`src/rtl/opc_mem_responder.sv`:
```
// Memory responder for a small CPU: a byte RAM split into a data region and a
// program region on the CPU bus, plus a loader port that fills the RAM while
// the CPU is held in reset and then releases it (cpu_run).
module opc_mem_responder #(
  parameter logic [10:0] DATA_BASE  = 11'h000,
  parameter int unsigned DATA_DEPTH = 16,
  parameter logic [10:0] PROG_BASE  = 11'h100,
  parameter int unsigned PROG_DEPTH = 32
) (
  input  logic        clk,
  input  logic        rst,
  input  logic [10:0] bus_addr,
  input  logic        bus_rnw,
  input  logic [7:0]  bus_wdata,
  output logic [7:0]  bus_rdata,
  input  logic        ld_valid,
  output logic        ld_ready,
  input  logic [1:0]  ld_cmd,
  input  logic [7:0]  ld_data,
  output logic        cpu_run,
  output logic [5:0]  ld_ptr
);

  localparam int unsigned TOTAL = DATA_DEPTH + PROG_DEPTH;
  localparam int unsigned IW    = (TOTAL > 1) ? $clog2(TOTAL) : 1;

  typedef enum logic [1:0] {
    ST_HALT = 2'd0,
    ST_BUSY = 2'd1,
    ST_RUN  = 2'd2
  } state_e;

  typedef enum logic [1:0] {
    CMD_SETPTR = 2'd0,
    CMD_WRITE  = 2'd1,
    CMD_RUN    = 2'd2,
    CMD_HALT   = 2'd3
  } cmd_e;

  state_e        state_q, state_d;
  logic [5:0]    ptr_q, ptr_d;
  logic [7:0]    mem_q [TOTAL];

  cmd_e          cmd;
  logic [10:0]   data_off, prog_off;
  logic          data_hit, prog_hit, bus_hit;
  logic [IW-1:0] bus_idx;
  logic          ptr_in_range;
  logic          ld_we, cpu_we, mem_we;
  logic [IW-1:0] mem_widx;
  logic [7:0]    mem_wdata;

  assign cmd = cmd_e'(ld_cmd);

  // Bus address decode into a linear storage index; offsets below a region
  // base wrap to large unsigned values and so fall outside the region.
  always_comb begin
    data_off = bus_addr - DATA_BASE;
    prog_off = bus_addr - PROG_BASE;
    data_hit = (data_off < 11'(DATA_DEPTH));
    prog_hit = (prog_off < 11'(PROG_DEPTH));
    bus_hit  = data_hit | prog_hit;
    bus_idx  = '0;
    if (data_hit) begin
      bus_idx = IW'(data_off);
    end else if (prog_hit) begin
      bus_idx = IW'(prog_off + 11'(DATA_DEPTH));
    end
  end

  // Zero-latency read path; unmapped addresses return zero.
  always_comb begin
    bus_rdata = '0;
    if (bus_hit) begin
      bus_rdata = mem_q[bus_idx];
    end
  end

  // Loader FSM next state, pointer update and loader write request.
  always_comb begin
    state_d      = state_q;
    ptr_d        = ptr_q;
    ld_we        = 1'b0;
    ptr_in_range = (32'(ptr_q) < TOTAL);
    case (state_q)
      ST_HALT: begin
        if (ld_valid) begin
          case (cmd)
            CMD_SETPTR: ptr_d = ld_data[5:0];
            CMD_WRITE: begin
              ld_we   = ptr_in_range;
              ptr_d   = ptr_q + 6'd1;
              state_d = ST_BUSY;
            end
            CMD_RUN:  state_d = ST_RUN;
            default:  state_d = ST_HALT;
          endcase
        end
      end
      ST_BUSY: state_d = ST_HALT;
      ST_RUN: begin
        if (ld_valid && (cmd == CMD_HALT)) begin
          state_d = ST_HALT;
        end
      end
      default: state_d = ST_HALT;
    endcase
  end

  assign cpu_run  = (state_q == ST_RUN);
  assign ld_ready = (state_q != ST_BUSY);
  assign ld_ptr   = ptr_q;

  // Single write port: loader writes only in HALT, CPU writes only in RUN, so
  // cpu_run alone selects the source. Gating with rst keeps an edge that lands
  // while reset is held from writing anything.
  always_comb begin
    cpu_we    = cpu_run & ~bus_rnw & bus_hit;
    mem_we    = (ld_we | cpu_we) & ~rst;
    mem_widx  = cpu_run ? bus_idx : ptr_q[IW-1:0];
    mem_wdata = cpu_run ? bus_wdata : ld_data;
  end

  // FSM state and loader pointer registers.
  always_ff @(posedge clk or posedge rst) begin
    if (rst) begin
      state_q <= ST_HALT;
      ptr_q   <= '0;
    end else begin
      state_q <= state_d;
      ptr_q   <= ptr_d;
    end
  end

  // Storage array; deliberately not reset so contents survive reset pulses.
  always_ff @(posedge clk) begin
    if (mem_we) begin
      mem_q[mem_widx] <= mem_wdata;
    end
  end

endmodule

```
`config.mk`:
```
export PLATFORM = sky130hd
export DESIGN_NAME = opc_mem_responder
export DESIGN_NICKNAME = d
export VERILOG_FILES = /design/src/rtl/opc_mem_responder.sv
export SDC_FILE = /design/constraint.sdc
export NUM_CORES = 1
export LEC_CHECK = 0
export CAP_MARGIN = 20
export CORE_AREA = 2 2 170 172
export DETAILED_ROUTE_END_ITERATION = 7
export DIE_AREA = 0 0 172 174
export DONT_BUFFER_PORTS = 1
export PLACE_DENSITY = 0.87
export SLEW_MARGIN = 40
export SYNTH_ARGS = -nofsm -noshare
export SYNTH_HDL_FRONTEND = slang
export SYNTH_SLANG_ARGS = --single-unit
```
`constraint.sdc`:
```
create_clock -name clk -period 3.8 [get_ports clk]
set_input_delay 0.19 -clock clk [delete_from_list [all_inputs] [get_ports clk]]
set_output_delay 0.19 -clock clk [all_outputs]
set_load 0.005 [all_outputs]
```
==> reports/results.tsv, run 1 <==
metric	value	unit
status	finished clean	
# DRC	0	
# fillers	1897	
full die area	29900	um^2
clk_lat worst skew	0.54	ns
htree depth	2	
Post-Syn Nets	1206	
leakage	0.00590	uW
CP Max Fanout	31	
Post-Route WL	43300	um
HP Class	input port to flip-flop	
total negative slack	0	ns
initial antenna violation count	0	
1st-pass router iterations	8	
drt wl/cell	27.0	um
vias per cell	6.84	
fmax	304	MHz
CTS Buf Count	37	
Sequential cell area	11700	um^2
Unique masters post-synth	75	
crit end category	output port	
starting density of the core	0.588	
number of synthesized register bits	392	
GR Overflow Total	0	
vias in the first global route	10555	
clk_skew	0.0243	ns
GRT Total Usage	0.295	
EDFF count, synth	384	
sequential area share after synthesis	0.707	
Final Cycle Share	0.866	
CTS resizes	0	
area grow syn2layout	10.6	%
Final GP Congestion	0.964	
Nets	1231	
Req. time, crit path	3.61	ns
Final Core Density	0.650	
Multi-input gate area	4520	um^2
PortBufs	0	
Post-synth ARST share	0.0204	
synth warn	0	
largest net degree at the start of global routing	109	
boundary pin count	49	
commonest register cell after synthesis	edfxtp_1	
worst slew pin tran	0.829	ns
RSZ-0062 raised after global routing	no	
CTS tree	done	
layout cells sized above 1	0.135	
Max VDD drop	461	uV
CP Launch Type	input port	
Critical Path Max Stage Delay	0.49	ns
die width	172	um
CTS max path bufs	3	
CP arrival	3.10	ns
drt initial violations	1838	
die height	174	um
Max Slew Vio Count	0	
Setup Crit Path Kind	input port to output port	
detailed placement HPWL	26700	um
delay-heaviest family, CP	compound AO/OA/AOI/OAI gates	
clock-pin slew on the worst setup and hold paths	0.06	ns
most frequent CP cell	buf_4	
first-pass GRT wire length	65300	um
# diodes	0	
post-layout min period	3.29	ns
Rel. slew slack	0.445	
Final Hold Fails	0	
Clock Sinks	392	
Core Region	28200	um^2
WP buf/inv	4	
PD cells	492	nW/um^2
row count	62	
Critical Path, Cell by Cell	inv_1 > ha_1 > and2_1 > a21boi_4 > buf_12 > nor2_8 > buf_4 > mux2i_1 > o311ai_0 > a22oi_1 > a211oi_1 > buf_4	
Mapped Cells	1171	
Post-DRT Antenna Nets	0	
Syn Area/Cell	14.2	um^2
Clock Tree Root	clkbuf_16	
MaxCap Viol Count	0	
CP max-delay cell	a21boi_4	
Final Setup Violations	0	
Syn Std Cell Area	16600	um^2
vias	10993	
-- cell usage in the layout (no fill, tap or decap), types with 8 or more instances in the layout --
cell type        n
nor3_1          18
a221o_1          8
o22ai_1         16
buf_4           46
nand3_1         21
mux2_2          29
dlygate4sd3_1   10
a31oi_1         13
mux2i_1         60
o31ai_1         10
dfrtp_1          8
nor4_1          10
a311oi_1        12
and3_1           9
clkbuf_16       37
a211oi_1        28
edfxtp_1       384
o21ai_0         45
a221oi_1        11
nor2b_1         11
nand2_1        117
o221ai_1         8
nor2_1          80
inv_1            8
a21oi_1         74
o211ai_1         9
-- path summary, 6_finish.rpt --
kind / startpoint / to / slack [ns] / cells after the start
min in group asynchronous: rst / ld_ptr[3]$_DFFE_PP0P_ / 0.13 / 2
max in group asynchronous: rst / ld_ptr[5]$_DFFE_PP0P_ / 3.37 / 2
worst min-delay path: ld_cmd[1] / ld_ptr[1]$_DFFE_PP0P_ / 0.04 / 3
worst max-delay path: bus_addr[8] / bus_rdata[5] / 0.51 / 12
worst max register to register: state_q[1]$_DFFE_PP0P_ / mem_q[0][6]$_DFFE_PP_ / 0.92 / 7
worst min register to register: state_q[0]$_DFFE_PP0P_ / state_q[1]$_DFFE_PP0P_ / 0.50 / 1
-- registers in the layout (all words and copies together), names as in the netlist --
signal / count
ld_ptr: 6
state_q: 2
mem_q: 384
-- per-layer routing --
layer,GRT usage,share of wire
met1,0.418,0.37
met2,0.438,0.45
met3,0.0701,0.13
met4,0.134,0.054
met5,0,0
-- final cells by class --
cell class	count	area share
Sequential cell	392	0.639
Multi-Input combinational cell	698	0.246
Clock buffer	43	0.0517
Timing Repair Buffer	58	0.0264
Tap cell	384	0.0262
Clock inverter	22	0.00859
Inverter	9	0.00184
-- kinds of logic after synthesis --
kind of cell | Yosys count | synth area share
flops | 392 | 0.707
simple gates | 312 | 0.0887
compound gates | 291 | 0.120
mux | 91 | 0.0586
buf+inv | 81 | 0.0231
xor+xnor | 2 | 0.00106
fa+ha+maj | 2 | 0.00151
-- metrics by stage --
| stage | power [uW] | instances | setup WS (ns) | hold WS (ns) | area (um^2) |
|---|---|---|---|---|---|
| floorplan | 5420 | 1171 | 0.440 | 0.0114 | 16600 |
| global placement | 5640 | 1531 | 0.564 | 0.0925 | 17100 |
| detailed placement | 5670 | 1531 | 0.565 | 0.0965 | 17200 |
| CTS | 9020 | 1606 | 0.600 | 0.0335 | 18400 |
| global route | 9240 | 1606 | 0.377 | 0.0565 | 18400 |
| finish | 9040 | 1606 | 0.508 | 0.0423 | 18400 |
-- repair_timing --
| action | CTS | global route |
|---|---|---|
| hold endpoints to repair | 16 | 0 |
| setup buffers | 0 | 0 |
| hold buffers | 10 | 0 |
-- Yosys cell counts (9+ instances only) --
| library cell | n | area, um^2 |
|---|---|---|
| a211oi_1 | 28 | 210 |
| a21oi_1 | 74 | 370 |
| a221oi_1 | 11 | 96.3 |
| a311oi_1 | 12 | 105 |
| a31oi_1 | 13 | 81.3 |
| and3_1 | 9 | 56.3 |
| buf_2 | 23 | 115 |
| clkbuf_1 | 40 | 150 |
| edfxtp_1 | 384 | 11500 |
| mux2_2 | 29 | 327 |
| mux2i_1 | 60 | 601 |
| nand2_1 | 119 | 447 |
| nand3_1 | 21 | 105 |
| nor2_1 | 81 | 304 |
| nor2b_1 | 11 | 68.8 |
| nor3_1 | 18 | 90.1 |
| nor4_1 | 10 | 62.6 |
| o211ai_1 | 9 | 67.6 |
| o21ai_0 | 46 | 230 |
| o22ai_1 | 16 | 100 |
| o31ai_1 | 10 | 75.1 |
-- power breakdown --
group	switching (uW)	internal (uW)	total (uW)	leakage [uW]
sequential	54.9	4890	4950	0.00355
clock	1540	1870	3420	0.000537
combinational	514	161	674	0.00181
total	2110	6930	9040	0.00590
-- worst min-delay path, stage by stage --
cell,delay (ns)
nor4b_2,0.02
buf_4,0.17
a21oi_1,0.13
(Power assumes the default switching activity.)
==> run 2: changes to the inputs <==
--- a/config.mk
+++ b/config.mk
@@ -6,9 +6,9 @@
 export NUM_CORES = 1
 export LEC_CHECK = 0
 export CAP_MARGIN = 20
-export CORE_AREA = 2 2 170 172
+export CORE_AREA = 2 2 174 176
 export DETAILED_ROUTE_END_ITERATION = 7
-export DIE_AREA = 0 0 172 174
+export DIE_AREA = 0 0 176 178
 export DONT_BUFFER_PORTS = 1
 export PLACE_DENSITY = 0.87
 export SLEW_MARGIN = 40
==> constraint.sdc (replaced) <==
create_clock -name clk -period 2.8 [get_ports clk]
set_input_delay 0.14 -clock clk [delete_from_list [all_inputs] [get_ports clk]]
set_output_delay 0.14 -clock clk [all_outputs]
set_load 0.005 [all_outputs]
==> reports/results.tsv, run 2 (synthesis results as in run 1) <==
metric	value	unit	change
RSZ-0062 raised after global routing	yes		
Post-Route WL	47300	um	+9.2%
Final Hold Fails	0		unchanged
crit end category	output port		
drt initial violations	2221		+21%
Critical Path Max Stage Delay	0.50	ns	about the same
# diodes	0		unchanged
vias per cell	6.93		+1.3%
Critical Path, Cell by Cell	inv_1 > ha_1 > xor2_2 > o21ai_4 > buf_4 > nand2_1 > buf_4 > a311oi_1 > o221ai_1 > o2111ai_1 > nor3b_2		
status	finished, violations left		
boundary pin count	49		unchanged
Final Setup Violations	2		+2
CTS tree	done		
final instance area	19400	um^2	+5.5%
Final Cycle Share	1.01		
delay-heaviest family, CP	compound AO/OA/AOI/OAI gates		
Max VDD drop	571	uV	+24%
starting density of the core	0.565		-0.0233
PortBufs	0		unchanged
post-layout min period	2.84	ns	
Req. time, crit path	2.66	ns	-0.95 ns
die width	176	um	+2.3%
Core Region	29400	um^2	+4.1%
WP buf/inv	3		-1
largest register by flop count	mem_q		
HP Class	input port to flip-flop		
max FFs per register	384		unchanged
CP max-delay cell	a311oi_1		
CTS max path bufs	3		unchanged
largest net degree at the start of global routing	109		unchanged
most common cell after layout, fill and taps aside	edfxtp_1		
worst slew pin tran	0.631	ns	-0.198 ns
# fillers	1886		-0.58%
most frequent CP cell	buf_4		
1st-pass router iterations	7		-1
Clock Sinks	392		unchanged
Max Slew Vio Count	0		unchanged
vias	11782		+7.2%
clk_lat worst skew	0.54	ns	about the same
MaxCap Viol Count	0		unchanged
Setup Crit Path Kind	input port to output port		
Sequential cell area	11700	um^2	unchanged
Clock Tree Root	clkbuf_16		
clock-pin slew on the worst setup and hold paths	0.06	ns	about the same
detailed placement HPWL	28500	um	+6.6%
layout cells sized above 1	0.209		+0.0743
Final GP Congestion	1.00		+4.1%
leakage	0.00645	uW	+9.4%
CTS Buf Count	36		-2.7%
Tot Pwr	12900	uW	+43%
vias in the first global route	11528		+9.2%
Min Hold Slack	0.0220	ns	-0.0202 ns
Nets	1316		+6.9%
GRT Total Usage	0.303		+0.00856
fmax	352	MHz	
area grow syn2layout	16.7	%	
htree depth	2		unchanged
clk_skew	0.0246	ns	+0.000361 ns
CP Max Fanout	8		-74%
Post-DRT Antenna Nets	0		unchanged
crit path setup slack, layout	-0.0396	ns	-0.548 ns
Final Core Density	0.659		+0.00888
Placed Instance Area	17900	um^2	+4.3%
full die area	31300	um^2	+4.7%
failing checks	setup timing		
# DRC	0		unchanged
PD cells	668	nW/um^2	+36%
CP arrival	2.70	ns	-0.40 ns
CP Launch Type	input port		
initial antenna violation count	0		unchanged
drt wl/cell	27.8	um	+3.2%
die height	178	um	+2.3%
GR Overflow Total	0		unchanged
row count	63		+1.6%
first-pass GRT wire length	70100	um	+7.4%
total negative slack	-0.0638	ns	-0.0638 ns
postcts setup bufs	0		unchanged
most frequent cells in the layout	edfxtp_1, buf_4, nand2_1		
Rel. slew slack	0.579		+0.134
Multi-input gate area	4650	um^2	+2.9%
run 2: cell type report:
type	instances	share of cell area
Sequential cell	392	0.605
Multi-Input combinational cell	699	0.240
Timing Repair Buffer	143	0.0642
Clock buffer	39	0.0482
Tap cell	390	0.0252
Clock inverter	27	0.0151
Inverter	9	0.00174
run 2: worst paths after layout:
check                                       start                      to  slack [ns]  cells after the start
setup reg to reg           state_q[0]$_DFFE_PP0P_  mem_q[10][4]$_DFFE_PP_        0.23                      6
min in group asynchronous                     rst   ld_ptr[3]$_DFFE_PP0P_        0.08                      2
max in group asynchronous                     rst   ld_ptr[1]$_DFFE_PP0P_        2.40                      2
hold reg to reg            state_q[0]$_DFFE_PP0P_  state_q[1]$_DFFE_PP0P_        0.52                      1
setup / recovery                      bus_addr[8]            bus_rdata[7]       -0.04                     11
hold / removal                         ld_data[0]   ld_ptr[0]$_DFFE_PP0P_        0.02                      4
run 2: metrics by stage:
step                      instances  setup slack, ns
final                          1699          -0.0396
after global placement         1622          -0.0940
after CTS                      1698          0.00512
after floorplan                1171            0.178
after global routing           1699          -0.0330
after detailed placement       1622           -0.172
run 2: worst min-delay path, cell delays in order:
cell,delay (ns)
inv_1,0.05
o21ai_0,0.16
nand2_1,0.05
o21ai_0,0.09
run 2: layer usage:
layer / GRT usage / vias to the layer above / routed length [um]
met5: 0 / - / 0
met4: 0.173 / 0 / 3480
met3: 0.0661 / 282 / 6330
met2: 0.486 / 1129 / 21500
met1: 0.388 / 5550 / 16000
li1: - / 4821 / -
run 2: repair_timing:
action                                  in CTS  in global routing
hold buffers                                10                  0
pin swaps                                    3                  6
gates resized for setup                     11                 17
endpoints found under the setup margin       6                  8
gates cloned                                 0                  1
endpoints found under the hold margin       16                  0
run 2: report_power, final:
group	leakage (uW)	switching, uW	total (uW)	internal [uW]
Clock	0.000588	2170	5090	2920
Combinational	0.00231	802	1140	341
Sequential	0.00355	74.2	6700	6630
Total	0.00645	3050	12900	9890
